==> config.mk <==
export PLATFORM = sky130hd
export DESIGN_NAME = text_feed_sequencer
export DESIGN_NICKNAME = d
export VERILOG_FILES = /design/src/rtl/text_feed_sequencer.sv
export SDC_FILE = /design/constraint.sdc
export NUM_CORES = 1
export LEC_CHECK = 0
export CAP_MARGIN = 25
export CORE_MARGIN = 2
export CORE_UTILIZATION = 41
export DETAILED_ROUTE_END_ITERATION = 6
export HOLD_SLACK_MARGIN = 0.1
export MAX_ROUTING_LAYER = met4
export PLACE_DENSITY = 0.76
export SLEW_MARGIN = 30
export SYNTH_ARGS = -nofsm -noshare
export SYNTH_HDL_FRONTEND = slang
export SYNTH_SLANG_ARGS = --single-unit
export TNS_END_PERCENT = 100
==> constraint.sdc <==
create_clock -name clk -period 4.6 [get_ports clk]
set_clock_uncertainty 0.05 [all_clocks]
set_input_delay 0.46 -clock clk [delete_from_list [all_inputs] [get_ports clk]]
set_output_delay 0.46 -clock clk [all_outputs]
set_load 0.005 [all_outputs]
==> src/rtl/text_feed_sequencer.sv <==
// Byte-stream front end for the random-index encoder: maps ASCII to letter indices and sequences
// one text per language. Define UPPERCASE_FOLD_EN to fold 'A'..'Z' onto the lowercase letters.
module text_feed_sequencer #(
    parameter int MAXLETTERS   = 27,
    parameter int NUMLANG      = 22,
    parameter int LETTER_W     = 5,
    parameter int LANG_W       = 5,
    parameter int CNT_W        = 24,
    parameter int GAP          = 0,
    parameter int DRAIN_CYCLES = 1
) (
    input  logic                clk,
    input  logic                rst,
    input  logic                start,
    input  logic                byte_valid,
    input  logic [7:0]          byte_data,
    input  logic                byte_last,
    output logic                byte_ready,
    output logic                letter_ready,
    output logic [LETTER_W-1:0] input_letter,
    output logic                text_done,
    output logic                enc_rst_n,
    output logic [LANG_W-1:0]   lang_sel,
    output logic                lang_done,
    output logic [CNT_W-1:0]    letter_cnt,
    output logic [CNT_W-1:0]    unknown_cnt,
    output logic                all_done,
    output logic [2:0]          state_dbg
);
    // Handshake: a byte transfers on a clk edge where byte_valid & byte_ready are both high;
    // byte_ready is registered, so the source sees it a full cycle ahead and holds data while it is low.
    typedef enum logic [2:0] {
        S_IDLE, S_OPEN, S_STREAM, S_CLOSE, S_DRAIN, S_FIN
    } state_t;

    localparam int GAP_W   = (GAP > 0) ? $clog2(GAP + 1) : 1;
    localparam int DRAIN_W = $clog2(DRAIN_CYCLES + 1);

    state_t                state_q, state_d;
    logic [GAP_W-1:0]      gap_q, gap_d;
    logic [DRAIN_W-1:0]    drain_q, drain_d;
    logic                  last_q, last_d;
    logic                  byte_ready_q, byte_ready_d;
    logic                  letter_ready_q, letter_ready_d;
    logic [LETTER_W-1:0]   input_letter_q, input_letter_d;
    logic                  text_done_q, text_done_d;
    logic                  enc_rst_n_q, enc_rst_n_d;
    logic [LANG_W-1:0]     lang_sel_q, lang_sel_d;
    logic                  lang_done_q, lang_done_d;
    logic [CNT_W-1:0]      letter_cnt_q, letter_cnt_d;
    logic [CNT_W-1:0]      unknown_cnt_q, unknown_cnt_d;
    logic                  all_done_q, all_done_d;

    logic                  accept;
    logic                  is_space, is_lower, is_upper, is_letter;
    logic [LETTER_W-1:0]   mapped;

    always_comb begin
        is_space = (byte_data == 8'h20);
        is_lower = (byte_data >= 8'h61) && (byte_data <= 8'h7a);
`ifdef UPPERCASE_FOLD_EN
        is_upper = (byte_data >= 8'h41) && (byte_data <= 8'h5a);
`else
        is_upper = 1'b0;
`endif
        is_letter = is_space || is_lower || is_upper;
        mapped = '0;
        if (is_space)      mapped = LETTER_W'(MAXLETTERS - 1);
        else if (is_lower) mapped = LETTER_W'(byte_data - 8'h61);
        else if (is_upper) mapped = LETTER_W'(byte_data - 8'h41);
    end

    assign accept = byte_valid && byte_ready_q;

    always_comb begin
        state_d        = state_q;
        gap_d          = gap_q;
        drain_d        = drain_q;
        last_d         = last_q;
        byte_ready_d   = 1'b0;
        letter_ready_d = 1'b0;
        text_done_d    = 1'b0;
        lang_done_d    = 1'b0;
        input_letter_d = input_letter_q;
        enc_rst_n_d    = enc_rst_n_q;
        lang_sel_d     = lang_sel_q;
        letter_cnt_d   = letter_cnt_q;
        unknown_cnt_d  = unknown_cnt_q;
        all_done_d     = all_done_q;
        case (state_q)
            S_IDLE, S_FIN: begin
                if (start) begin
                    state_d       = S_OPEN;
                    lang_sel_d    = '0;
                    all_done_d    = 1'b0;
                    enc_rst_n_d   = 1'b0;
                    letter_cnt_d  = '0;
                    unknown_cnt_d = '0;
                end
            end
            S_OPEN: begin
                state_d      = S_STREAM;
                enc_rst_n_d  = 1'b1;
                gap_d        = '0;
                last_d       = 1'b0;
                byte_ready_d = 1'b1;
            end
            S_STREAM: begin
                // One extra STREAM cycle after the last byte keeps text_done behind its letter strobe.
                if (last_q) begin
                    state_d     = S_CLOSE;
                    text_done_d = 1'b1;
                end else begin
                    if (accept) begin
                        gap_d  = GAP_W'(GAP);
                        last_d = byte_last;
                        if (is_letter) begin
                            letter_ready_d = 1'b1;
                            input_letter_d = mapped;
                            if (letter_cnt_q != '1) letter_cnt_d = letter_cnt_q + CNT_W'(1);
                        end else if (unknown_cnt_q != '1) begin
                            unknown_cnt_d = unknown_cnt_q + CNT_W'(1);
                        end
                    end else if (gap_q != '0) begin
                        gap_d = gap_q - GAP_W'(1);
                    end
                    byte_ready_d = !last_d && (gap_d == '0);
                end
            end
            S_CLOSE: begin
                state_d     = S_DRAIN;
                drain_d     = DRAIN_W'(DRAIN_CYCLES - 1);
                lang_done_d = (DRAIN_CYCLES == 1);
            end
            S_DRAIN: begin
                if (drain_q == '0) begin
                    if (lang_sel_q == LANG_W'(NUMLANG - 1)) begin
                        state_d    = S_FIN;
                        all_done_d = 1'b1;
                    end else begin
                        state_d       = S_OPEN;
                        lang_sel_d    = lang_sel_q + LANG_W'(1);
                        enc_rst_n_d   = 1'b0;
                        letter_cnt_d  = '0;
                        unknown_cnt_d = '0;
                    end
                end else begin
                    drain_d     = drain_q - DRAIN_W'(1);
                    lang_done_d = (drain_q == DRAIN_W'(1));
                end
            end
            default: state_d = S_IDLE;
        endcase
    end

    always_ff @(posedge clk) begin
        if (!rst) begin
            state_q        <= S_IDLE;
            gap_q          <= '0;
            drain_q        <= '0;
            last_q         <= 1'b0;
            byte_ready_q   <= 1'b0;
            letter_ready_q <= 1'b0;
            input_letter_q <= '0;
            text_done_q    <= 1'b0;
            enc_rst_n_q    <= 1'b0;
            lang_sel_q     <= '0;
            lang_done_q    <= 1'b0;
            letter_cnt_q   <= '0;
            unknown_cnt_q  <= '0;
            all_done_q     <= 1'b0;
        end else begin
            state_q        <= state_d;
            gap_q          <= gap_d;
            drain_q        <= drain_d;
            last_q         <= last_d;
            byte_ready_q   <= byte_ready_d;
            letter_ready_q <= letter_ready_d;
            input_letter_q <= input_letter_d;
            text_done_q    <= text_done_d;
            enc_rst_n_q    <= enc_rst_n_d;
            lang_sel_q     <= lang_sel_d;
            lang_done_q    <= lang_done_d;
            letter_cnt_q   <= letter_cnt_d;
            unknown_cnt_q  <= unknown_cnt_d;
            all_done_q     <= all_done_d;
        end
    end

    assign byte_ready   = byte_ready_q;
    assign letter_ready = letter_ready_q;
    assign input_letter = input_letter_q;
    assign text_done    = text_done_q;
    assign enc_rst_n    = enc_rst_n_q;
    assign lang_sel     = lang_sel_q;
    assign lang_done    = lang_done_q;
    assign letter_cnt   = letter_cnt_q;
    assign unknown_cnt  = unknown_cnt_q;
    assign all_done     = all_done_q;
    assign state_dbg    = state_q;
endmodule

==> results.toml, run 1 <==
[sta]
period_needed_ns = 3.27
fmax_ghz = 0.306
worst_pin_slew_ns = 0.878
setup_viol = 0
rsz0062_at_grt = "no"
finalCritPeriodShare_pct = 71.0
finalSetupTns_ns = 0
hold_viol = 0
slew_viol_final = 0
relSlewSlack_pct = 40.9

[setup_path]
crit_family = "simple AND/OR/NAND/NOR gates"
criticalPathCategory = "in -> reg"
crit_chain = "clkdlybuf4s50_1, inv_1, ha_1, or4b_4, a32o_2, o21ai_4, nand4_4, or4_1, a22oi_1"
startpoint_type = "input pin"
crit-reg2reg-launch = "state_dbg[1]"
crit_buf_inv = 2
cp_data_required_time_ns = 4.82
cp-end-kind = "register"
r2r_slack_ns = 1.41
worstPathMaxFanout = 16
r2r_cells = 6
critPathMaxStageDelay_ns = 0.57
reg2reg_to = "letter_cnt[9]"
worst_path_max_delay_cell = "or4_1"
arrival_ns = 3.48

[cells_and_area]
drive_above_1_share_pct = 5.73
antennaDiodeCount = 0
areaGrowthSynthToFinish_pct = 30.1
fin_util_pct = 54.9
layout_commonest_cell = "clkdlybuf4s50_1"
nNetsFinal = 557
mostFrequentLayoutCells = "79 x clkdlybuf4s50_1, 68 x dfxtp_1, 42 x nor2_1"
stdcell_count = 649
stdcell_area_mm2 = 0.00479

[clock_network]
htreeDepth = 3
clk_pin_slew_worst_paths_ns = 0.08
cts_buffers = 9
postCtsSetupBuffers = 0
cts-root-buf = "clkbuf_8"
cts_sinks = 68
clkLatencyLatePin_ns = 0.35
clockBufferDepth = 2
cts_resized = 0
cts_tree = "built"
cts_hold_buffers = 0

[placed_design]
routabilityCongestion = 0.841
dp_hpwl_um = 7150
dp_cells = 633
port_buffers = 79
placed_area_mm2 = 0.00455

[global_route]
grtUsageMet1_pct = 27.1
grt_pass1_vias = 3619
antenna_found_initial = 0
grt_pass1_wl_um = 17100
overflow = 0
grt.met2_usage_pct = 35.8
grt-busiest-layer = "met2"
track_usage_pct = 21.7
grtUsageMet3_pct = 4.61
grt_max_degree = 22

[route]
drc_errors = 0
vias = 3812
vias_per_cell = 5.87
avgRoutedWirePerCell_um = 15.6
wirelength_um = 10100
antenna_left = 0
dr.first_iter.drc_count = 172
dr.pass1.iters = 4

[power_and_ir_drop]
combPwrFrac_pct = 11.5
max-vdd-ir-drop_mv = 0.192
power_leakage_nw = 1.61
p_sw_share_pct = 25.9
internal_power_mw = 1.02
powerDensity_mw_per_mm2 = 287
finalPower_mw = 1.37
power_frac_seq_pct = 44.7
clkPwrFrac_pct = 43.7
p_sw_uw = 356

[floorplan]
io_pins = 80
dieWidth_um = 98.7
die-area_mm2 = 0.00974
dieHeight_um = 98.7
initial_core_util_pct = 42.2
fp-row-count = 34
core_mm2 = 0.00872

[yosys]
synthFlopType = "dfxtp_1"
synth_seq_cells = 68
avgSynthCellArea_um2 = 7.96
synth_nets = 483
yosysWarnings = 0
syn_inst = 462
synthArstFlopShare_pct = 0
synth_edf_count = 0
synthDistinctLibCells = 62
ys_seq_area_share_pct = 37.0
synthesis.area_mm2 = 0.00368

[worst_hold_path]
hold_class = "reg -> reg"
holdPathStages = 2
hp-start = "all_done"
hold_end = "all_done"

[run_status]
outcome = "completed"

[run]
cap_violations = 0
cells in the mapped netlist, types with 6 or more instances:
library cell / instances / area share (%)
clkbuf_1: 12 / 1.2
or3_1: 19 / 3.2
and2_1: 7 / 1.2
o31ai_1: 12 / 2.4
inv_1: 20 / 2.0
nor4_1: 6 / 1.0
nor2_1: 42 / 4.3
a21oi_1: 33 / 4.5
nand4_1: 17 / 2.9
and3_1: 9 / 1.5
o22a_1: 6 / 1.4
ha_1: 8 / 2.7
o21ai_0: 38 / 5.2
nand3_1: 30 / 4.1
nand2b_1: 8 / 1.4
nor3_1: 7 / 0.95
a31oi_1: 8 / 1.4
nand2_1: 32 / 3.3
dfxtp_1: 68 / 37
worst reg2reg max path, delay by kind of cell, from the launching register on:
| family | cells | cell delay (ns) |
|---|---|---|
| DFF | 1 | 0.64 |
| and+or+nand+nor | 5 | 2.26 |
| AOI/OAI and AO/OA | 1 | 0.16 |
power groups by stage:
stage	clock [mW]	sequential [mW]	combinational [mW]
final	0.600	0.614	0.158
after global routing	0.636	0.616	0.176
after CTS	0.606	0.613	0.158
after detailed placement	0	0.627	0.157
after global placement	0	0.626	0.153
after floorplan	0	0.618	0.108
layout make-up:
class	instances	area, um2
fillers	791	3940
multi-input cells	356	2170
flip-flops and latches	68	1360
repair buffers	81	806
well taps	108	135
clock buffers	9	124
clock inverters	7	115
inverters	20	75.1
per-layer routing:
metal  up-vias  share of wire [%]
met3        15                5.2
met5         -                  0
met1      1814                 45
met4         0                1.6
li1       1872                  -
met2       111                 48
metrics by stage:
stage	worst slack [ns]	hold slack, ns
final	1.33	0.430
after global routing	1.19	0.474
after CTS	1.36	0.439
after detailed placement	1.06	0.423
after global placement	1.15	0.405
after floorplan	1.94	0.415
sequential cells by signal, indices dropped and copies added (netlist names), 3 cells and up:
name / flops
input_letter: 5
lang_sel: 5
letter_cnt: 24
state_dbg: 3
unknown_cnt: 24
logic make-up after synthesis:
| group | synth area share (%) |
|---|---|
| and+or+nand+nor | 30.2 |
| AOI/OAI and AO/OA | 23.6 |
| muxes | 0.544 |
| DFF | 37.0 |
| adders and majority gates | 2.72 |
| buffers and inverters | 3.98 |
| xor gates and xnor gates | 1.91 |
worst max-delay path by stage:
stage | start | endpoint | slack, ns | cells past startpoint
2_1_floorplan | byte_data[1] | unknown_cnt[14] | 1.94 | 8
3_3_place_gp | byte_data[1] | unknown_cnt[14] | 1.15 | 9
3_5_place_dp | byte_data[1] | unknown_cnt[14] | 1.06 | 9
4_1_cts | byte_data[1] | unknown_cnt[14] | 1.36 | 9
5_1_grt | state_dbg[1] | letter_cnt[9] | 1.19 | 6
6_report | byte_data[1] | unknown_cnt[14] | 1.33 | 9
No activity file was read; power rests on OpenSTA's default activity.
==> run 2, diff against run 1 <==
clock period = 3.25 ns   (was 4.6 ns; I/O delays follow)
==> run 2 against run 1 <==
Effect of this change:
- sequential share of layout area shrank 0.22 points
- clock power grew 8.3%
- design area is 0.78% higher
- register-to-register slack worse by 0.90 ns
- global-route usage rose by 0.55 points
- die area stayed put
- via count increased by 3.1%
- combinational power rose by 61%
- clock-buffer cell count grew 2
- routed wire length rose by 2.5%
- sequential power grew 40%
- critical endpoint is now unknown_cnt[5]
==> results.toml, run 2 (synthesis gave the netlist of run 1 again) <==
[placed_design]
port_buffers = 79
routabilityCongestion = 0.854
placed_area_mm2 = 0.00465
dp_cells = 647
dp_hpwl_um = 7460

[cells_and_area]
antennaDiodeCount = 0
seqCellArea_mm2 = 0.00136
stdcell_count = 661
drive_above_1_share_pct = 7.41
nNetsFinal = 571
mostFrequentLayoutCells = "79 x clkdlybuf4s50_1, 68 x dfxtp_1, 42 x nor2_1"
multi_input_area_mm2 = 0.00217
fill_cells = 810
areaGrowthSynthToFinish_pct = 31.2
fin_util_pct = 55.3
layout_commonest_cell = "clkdlybuf4s50_1"
stdcell_area_mm2 = 0.00482

[power_and_ir_drop]
powerDensity_mw_per_mm2 = 366
power_leakage_nw = 1.65
finalPower_mw = 1.76
max-vdd-ir-drop_mv = 0.245

[sta]
finalSetupTns_ns = 0
relSlewSlack_pct = 56.2
rsz0062_at_grt = "no"
period_needed_ns = 2.79
hold_viol = 0
slew_viol_final = 0
worst_pin_slew_ns = 0.652
fmax_ghz = 0.359
setup_viol = 0
finalCritPeriodShare_pct = 85.8

[setup_path]
cp-end-kind = "register"
critPathLaunch = "byte_data[1]"
crit_chain = "clkdlybuf4s50_1, inv_1, ha_1, or4b_4, a32o_2, o21ai_4, nand2_2, or4_1, a31oi_1"
arrival_ns = 3.00
reg2reg_to = "letter_cnt[3]"
startpoint_type = "input pin"
crit_buf_inv = 2
critPathMaxStageDelay_ns = 0.54
r2r_cells = 9
criticalPathCategory = "in -> reg"
cp_data_required_time_ns = 3.46
cp.depth = 9
crit_end = "unknown_cnt[5]"
crit_family = "simple AND/OR/NAND/NOR gates"
r2r_slack_ns = 0.51
worst_path_max_delay_cell = "clkdlybuf4s50_1"
worstPathMaxFanout = 8
crit-reg2reg-launch = "lang_sel[1]"

[run_status]
outcome = "completed"

[clock_network]
cts_resized = 0
cts-root-buf = "clkbuf_8"
cts_tree = "built"
htreeDepth = 3
postCtsSetupBuffers = 0
clk_pin_slew_worst_paths_ns = 0.07
clockBufferDepth = 2
cts_sinks = 68
cts_buffers = 9
clkLatencyLatePin_ns = 0.34
cts_hold_buffers = 0

[route]
dr.first_iter.drc_count = 152
antenna_left = 0
drc_errors = 0
avgRoutedWirePerCell_um = 15.7
vias_per_cell = 5.95
wirelength_um = 10400
dr.pass1.iters = 5
vias = 3932

[floorplan]
io_pins = 80
dieHeight_um = 98.7
initial_core_util_pct = 42.2
die-area_mm2 = 0.00974
dieWidth_um = 98.7
fp-row-count = 34
core_mm2 = 0.00872

[global_route]
grt_pass1_wl_um = 17500
overflow = 0
track_usage_pct = 22.2
grt_pass1_vias = 3651
antenna_found_initial = 0
grt_max_degree = 19

[run]
cap_violations = 0

[worst_hold_path]
hold_class = "reg -> reg"
==> run 2: cell count changes in the layout (fill, tap and decap cells not counted), sizes merged <==
| cell | delta |
|---|---|
| buf | +14 |
| clkinvlp | -2 |
| bufinv | -2 |
| clkbuf | +2 |
==> run 2: worst min path at each step <==
stage | startpoint | to | slack [ns] | depth (start not counted)
6_report | all_done | all_done | 0.43 | 2
3_5_place_dp | all_done | all_done | 0.42 | 2
5_1_grt | all_done | all_done | 0.46 | 2
3_3_place_gp | all_done | all_done | 0.41 | 2
4_1_cts | all_done | all_done | 0.44 | 2
2_1_floorplan | all_done | all_done | 0.42 | 2
==> run 2: where the power goes <==
| part | internal [mW] | total [mW] | leakage, nW | switching, mW |
|---|---|---|---|---|
| logic | 0.104 | 0.255 | 1.01 | 0.151 |
| clock network | 0.344 | 0.650 | 0.0890 | 0.306 |
| registers | 0.844 | 0.859 | 0.549 | 0.0146 |
| total | 1.29 | 1.76 | 1.65 | 0.472 |
==> run 2: layout make-up <==
cell class / count / area share [%]
Clock inverter: 3 / 0.830
Inverter: 20 / 1.56
Tap cell: 108 / 2.80
Clock buffer: 11 / 2.72
Sequential cell: 68 / 28.2
Timing Repair Buffer: 95 / 18.9
Multi-Input combinational cell: 356 / 45.0
==> run 2: layer usage <==
layer / share of wire (%) / GRT usage (%) / vias up
li1: - / - / 1897
met1: 45 / 28.8 / 1896
met2: 48 / 35.5 / 125
met3: 5.2 / 4.33 / 14
met4: 1.5 / 6.43 / 0
met5: 0 / - / -
==> run 2: stage by stage <==
stage / hold slack, ns / setup slack [ns]
2_1_floorplan: 0.415 / 0.728
3_3_place_gp: 0.407 / 0.238
3_5_place_dp: 0.424 / 0.135
4_1_cts: 0.440 / 0.485
5_1_grt: 0.464 / 0.315
6_report: 0.428 / 0.462
==> run 2: tightest hold or removal path, stage by stage, from the launching register on <==
cell     delay (ns)
dfxtp_1        0.33
nor2_1         0.05
nor2_1         0.07
==> RTL change 1, RTL diff (settings of run 2) <==
`LANG_W`: 5 -> 10.
--- a/src/rtl/text_feed_sequencer.sv
+++ b/src/rtl/text_feed_sequencer.sv
@@ -6,3 +6,3 @@
     parameter int LETTER_W     = 5,
-    parameter int LANG_W       = 5,
+    parameter int LANG_W       = 10,
     parameter int CNT_W        = 24,
Ports: changed (resized lang_sel); port bits go from 80 to 85. The function was not compared with the original's and may differ.
==> RTL change 1 against run 2 <==
Critical endpoint is now letter_cnt[3]$_SDFFE_PN0P_; sequential cell count up 5; final area grew 5.0%; synthesized cell count grew 5.4%; synthesized area is 5.3% higher; critical path type is now flop to flop; non-clock buffer count is 4 higher; routed wire length is 8.7% higher; worst setup slack worse by 58 ps; sequential power grew 5.9%; utilization shrank 0.23 points; power grew 1.2%.
==> RTL change 1: results (changes against run 2) <==
run_status:
  status: "complete, no violations"
global_routing:
  grt_pass1_wl_um: 18600  # +6.0%
  grt_pass1_vias: 3946  # +8.1%
  use_met2: 0.376  # +0.0212
  grt_max_degree: 21  # +2
  grtUsageTotal: 0.230  # +0.00769
  antenna_found_initial: 0  # unchanged
  use_met3: 0.0442  # +0.000906
  use_met1: 0.284  # -0.00427
critical_path:
  cp_max_fo: 20  # +12
  worstRegToRegCells: 7  # -2
  cpPeakStageDelay_ps: 460  # -80 ps
  arrival_ps: 3110  # +110 ps
  crit_slowest_cell: "or4_1"
routing:
  wl_per_cell_um: 16.3  # +4.0%
  drt_iter0_markers: 226  # +49%
  vias: 4135  # +5.2%
  dr.pass1.iters: 5  # unchanged
logic_synthesis:
  synth-compound-area-share: 0.196  # -0.0396
  synth_xor_area_frac: 0.0362  # +0.0171
  synth-adder-area-share: 0.0259  # -0.00136
  synthTopCellsByArea: "dfxtp_1 (38%), nand2_1 (4.8%), a21oi_1 (4.3%), nand3_1 (4.3%), nor2_1 (4.1%)"
  synthMuxAreaShare: 0  # -0.00544
  ys_types: 60  # -3.2%
  synthesis.nets: 508  # +5.2%
  synth-main-ff-cell: "dfxtp_1"
  synth-seq-area-share: 0.378  # +0.00731
  synth_common_cells: "dfxtp_1 (73), nand2_1 (50), nor2_1 (42)"
cells_and_area:
  drive_gt1_frac: 0.0621  # -0.0121
  fin_nets: 597  # +4.6%
  n_antenna_cell: 0  # unchanged
pwr:
  ir_drop_uv: 259  # +6.0%
  p_leak_nw: 1.68  # +1.7%
placement:
  place_hpwl_um: 8200  # +9.9%
  io_buffers: 84  # +6.3%
  globalplace.congestion: 0.871  # +1.9%
clock_tree:
  insertion_delay_ps: 360  # +20 ps
  cts_buffer_depth: 2  # unchanged
  post-cts-setup-buffer-count: 0  # unchanged
  ctsResizeCount: 0  # unchanged
sta:
  tightest_slew_ps: 619  # -33.3 ps
RTL change 1: changes by cell type after synthesis, moves of 9 or more:
cell | run 2 | this run
nand2_1 | 32 | 50
nor3_1 | 7 | 19
o211ai_1 | 4 | 13
o21ai_0 | 38 | 11
o21ai_1 | 0 | 12
or4_1 | 4 | 16
RTL change 1: area by class of cell:
class	count	area, sq um
clock inverters	2	12.5
multi-input cells	381	2280
well taps	111	139
fillers	853	4130
inverters	12	45.0
flip-flops and latches	73	1460
clock buffers	13	169
repair buffers	99	953
RTL change 1: metal layers:
| layer | vias up | part of all wire |
|---|---|---|
| li1 | 1998 | - |
| met1 | 1963 | 0.44 |
| met2 | 154 | 0.49 |
| met3 | 20 | 0.053 |
| met4 | 0 | 0.017 |
| met5 | - | 0 |
RTL change 1: per-stage QoR:
stage                     std cells  instance area, sq um  utilization  setup WS (ps)
after floorplan                 487                  3870            -            688
after global placement          676                  4880        0.531            356
after detailed placement        676                  4880        0.531            269
after CTS                       691                  5060        0.550            405
after global routing            691                  5060        0.551            216
final                           691                  5060        0.551            403
RTL change 1: path summary, 6_finish.rpt:
check	start	endpoint	slack [ps]
hold / removal	input_letter[4]$_SDFFE_PN0P_	input_letter[4]$_SDFFE_PN0P_	420
setup reg to reg	state_dbg[2]$_SDFFE_PN0P_	letter_cnt[3]$_SDFFE_PN0P_	400
setup / recovery	state_dbg[2]$_SDFFE_PN0P_	letter_cnt[3]$_SDFFE_PN0P_	400
hold reg to reg	input_letter[4]$_SDFFE_PN0P_	input_letter[4]$_SDFFE_PN0P_	420
RTL change 1: report_power, final:
group	total, mW	switching, mW	internal, mW
registers	0.910	0.00857	0.902
clock network	0.680	0.345	0.335
logic	0.194	0.118	0.0755
total	1.78	0.472	1.31
==> RTL change 2, RTL diff (config.mk and constraints of run 2) <==
Made on the original files. Register the output `state_dbg` once more, without a reset; this adds one clock of latency there. The other outputs are not delayed to match.
--- a/src/rtl/text_feed_sequencer.sv
+++ b/src/rtl/text_feed_sequencer.sv
@@ -199,3 +199,5 @@
     assign all_done     = all_done_q;
-    assign state_dbg    = state_q;
+    always_ff @(posedge clk) begin
+        state_dbg <= state_q;
+    end
 endmodule
Function: changed (a bounded check fails within 4 cycles, from zero or initial values and one cycle with rst low).
==> RTL change 2 against run 2 <==
Utilization decreased by 0.73 points; maximum frequency shrank 3.0%; worst setup slack lost 87 ps; power grew 15%; worst hold slack better by 12 ps; final area increased by 3.1%; routed wire length increased by 2.5%; largest power group unchanged; synthesized area grew 3.4%; clock power rose by 15%; sequential cell count increased by 3; critical endpoint is now unknown_cnt[8]$_SDFFE_PN0P_; synthesized cell count is 1.1% higher.
==> RTL change 2: results (changes against run 2) <==
routing:
  wl_met1_um: 4790  # +2.8%
  wirelength_um: 10600  # +2.5%
  dr.pass1.iters: 5  # unchanged
  avgViaCountPerCell: 5.88  # -1.1%
  wl_met3_um: 667  # +24%
  met2WireLength_um: 4900  # -2.1%
  drt_iter0_markers: 240  # +58%
logic_synthesis:
  yosys_warnings: 0  # unchanged
  synthesis.nets: 488  # +1.0%
  synth-seq-area-share: 0.374  # +0.00374
  ys_types: 58  # -6.5%
  synth_common_cells: "dfxtp_1 (71), nand2_1 (48), nor2_1 (37)"
  synthTopCellsByArea: "dfxtp_1 (37%), nand2_1 (4.7%), a21oi_1 (3.9%), nor2_1 (3.7%), a31oi_1 (3.0%)"
  syn_avg_cell_area_sq_um: 8.14  # +2.3%
placement:
  globalplace.congestion: 0.864  # +1.1%
  place_hpwl_um: 7760  # +4.0%
  io_buffers: 79  # unchanged
  dpl-instance-area_sq_um: 4760  # +2.3%
critical_path:
  crit_slowest_cell: "or4b_1"
  cpPeakStageDelay_ps: 490  # -50 ps
  r2r_slack_ps: 660  # +150 ps
  cp_top_family: "compound AO/OA/AOI/OAI gates"
  arrival_ps: 3110  # +110 ps
  cp_max_fo: 6  # -2
sta:
  timing_hold_violations_final: 0  # unchanged
  slew_headroom: 0.408  # -0.154
  timing.hold.ws_ps: 441  # +12.4 ps
global_routing:
  grt_pass1_wl_um: 17500  # about the same
  antenna_found_initial: 0  # unchanged
  grtUsageTotal: 0.221  # -0.00120
  grt_pass1_vias: 3712  # +1.7%
  use_met1: 0.282  # -0.00564
  grt_max_degree: 20  # +1
  use_met2: 0.342  # -0.0125
  use_met3: 0.0467  # +0.00339
clock_tree:
  post-cts-setup-buffer-count: 0  # unchanged
  ctsRootBufferMaster: "clkbuf_8"
  hold_buffers: 0  # unchanged
  insertion_delay_ps: 340  # about the same
  cts_max_level: 3  # unchanged
cells_and_area:
  fill_cells: 829  # +2.3%
  drive_gt1_frac: 0.0878  # +0.0137
  fin_nets: 574  # +0.53%
run_status:
  status: "complete, no violations"
pwr:
  p_leak_nw: 1.72  # +4.4%
  ir_drop_uv: 243  # -0.49%
  switching_power_uw: 580  # +23%
## RTL change 2: stage by stage
stage	util	setup WS [ps]	instances
finish	0.546	374	669
global placement	0.522	171	653
global route	0.546	215	669
CTS	0.545	412	669
detailed placement	0.522	66.2	653
floorplan	-	770	467
## RTL change 2: final timing paths
kind	to	start	depth (start not counted)
worst max-delay path	unknown_cnt[8]$_SDFFE_PN0P_	byte_data[0]	9
worst min-delay path	enc_rst_n$_SDFFE_PN0P_	enc_rst_n$_SDFFE_PN0P_	1
worst max register to register	unknown_cnt[20]$_SDFFE_PN0P_	state_q[0]$_SDFFE_PN0P_	6
worst min register to register	enc_rst_n$_SDFFE_PN0P_	enc_rst_n$_SDFFE_PN0P_	1
## RTL change 2: kinds of logic (layout without fill, tap and decap cells)
group	after synthesis	after routing	share of synthesized area
AO/OA/AOI/OAI	129	129	0.230
XOR/XNOR	8	8	0.0184
adder cells (fa/ha/maj)	8	8	0.0263
buffers and inverters	37	128	0.0458
flip-flops	71	71	0.374
multiplexers	8	8	0.0211
AND/OR/NAND/NOR	206	206	0.284
## RTL change 2: power groups by stage
stage / sequential [mW] / clock [mW] / combinational [mW]
finish: 0.914 / 0.746 / 0.369
global route: 0.918 / 0.801 / 0.403
CTS: 0.914 / 0.756 / 0.365
detailed placement: 0.934 / 0 / 0.361
global placement: 0.933 / 0 / 0.356
floorplan: 0.934 / 0 / 0.227
## RTL change 2: layout make-up
type	instances	area [sq um]	area share
multi-input combinational	359	2210	0.445
sequential	71	1420	0.286
timing repair buffer	96	931	0.187
clock buffer	12	155	0.0312
tap	111	139	0.0279
inverter	16	60.1	0.0121
clock inverter	4	53.8	0.0108
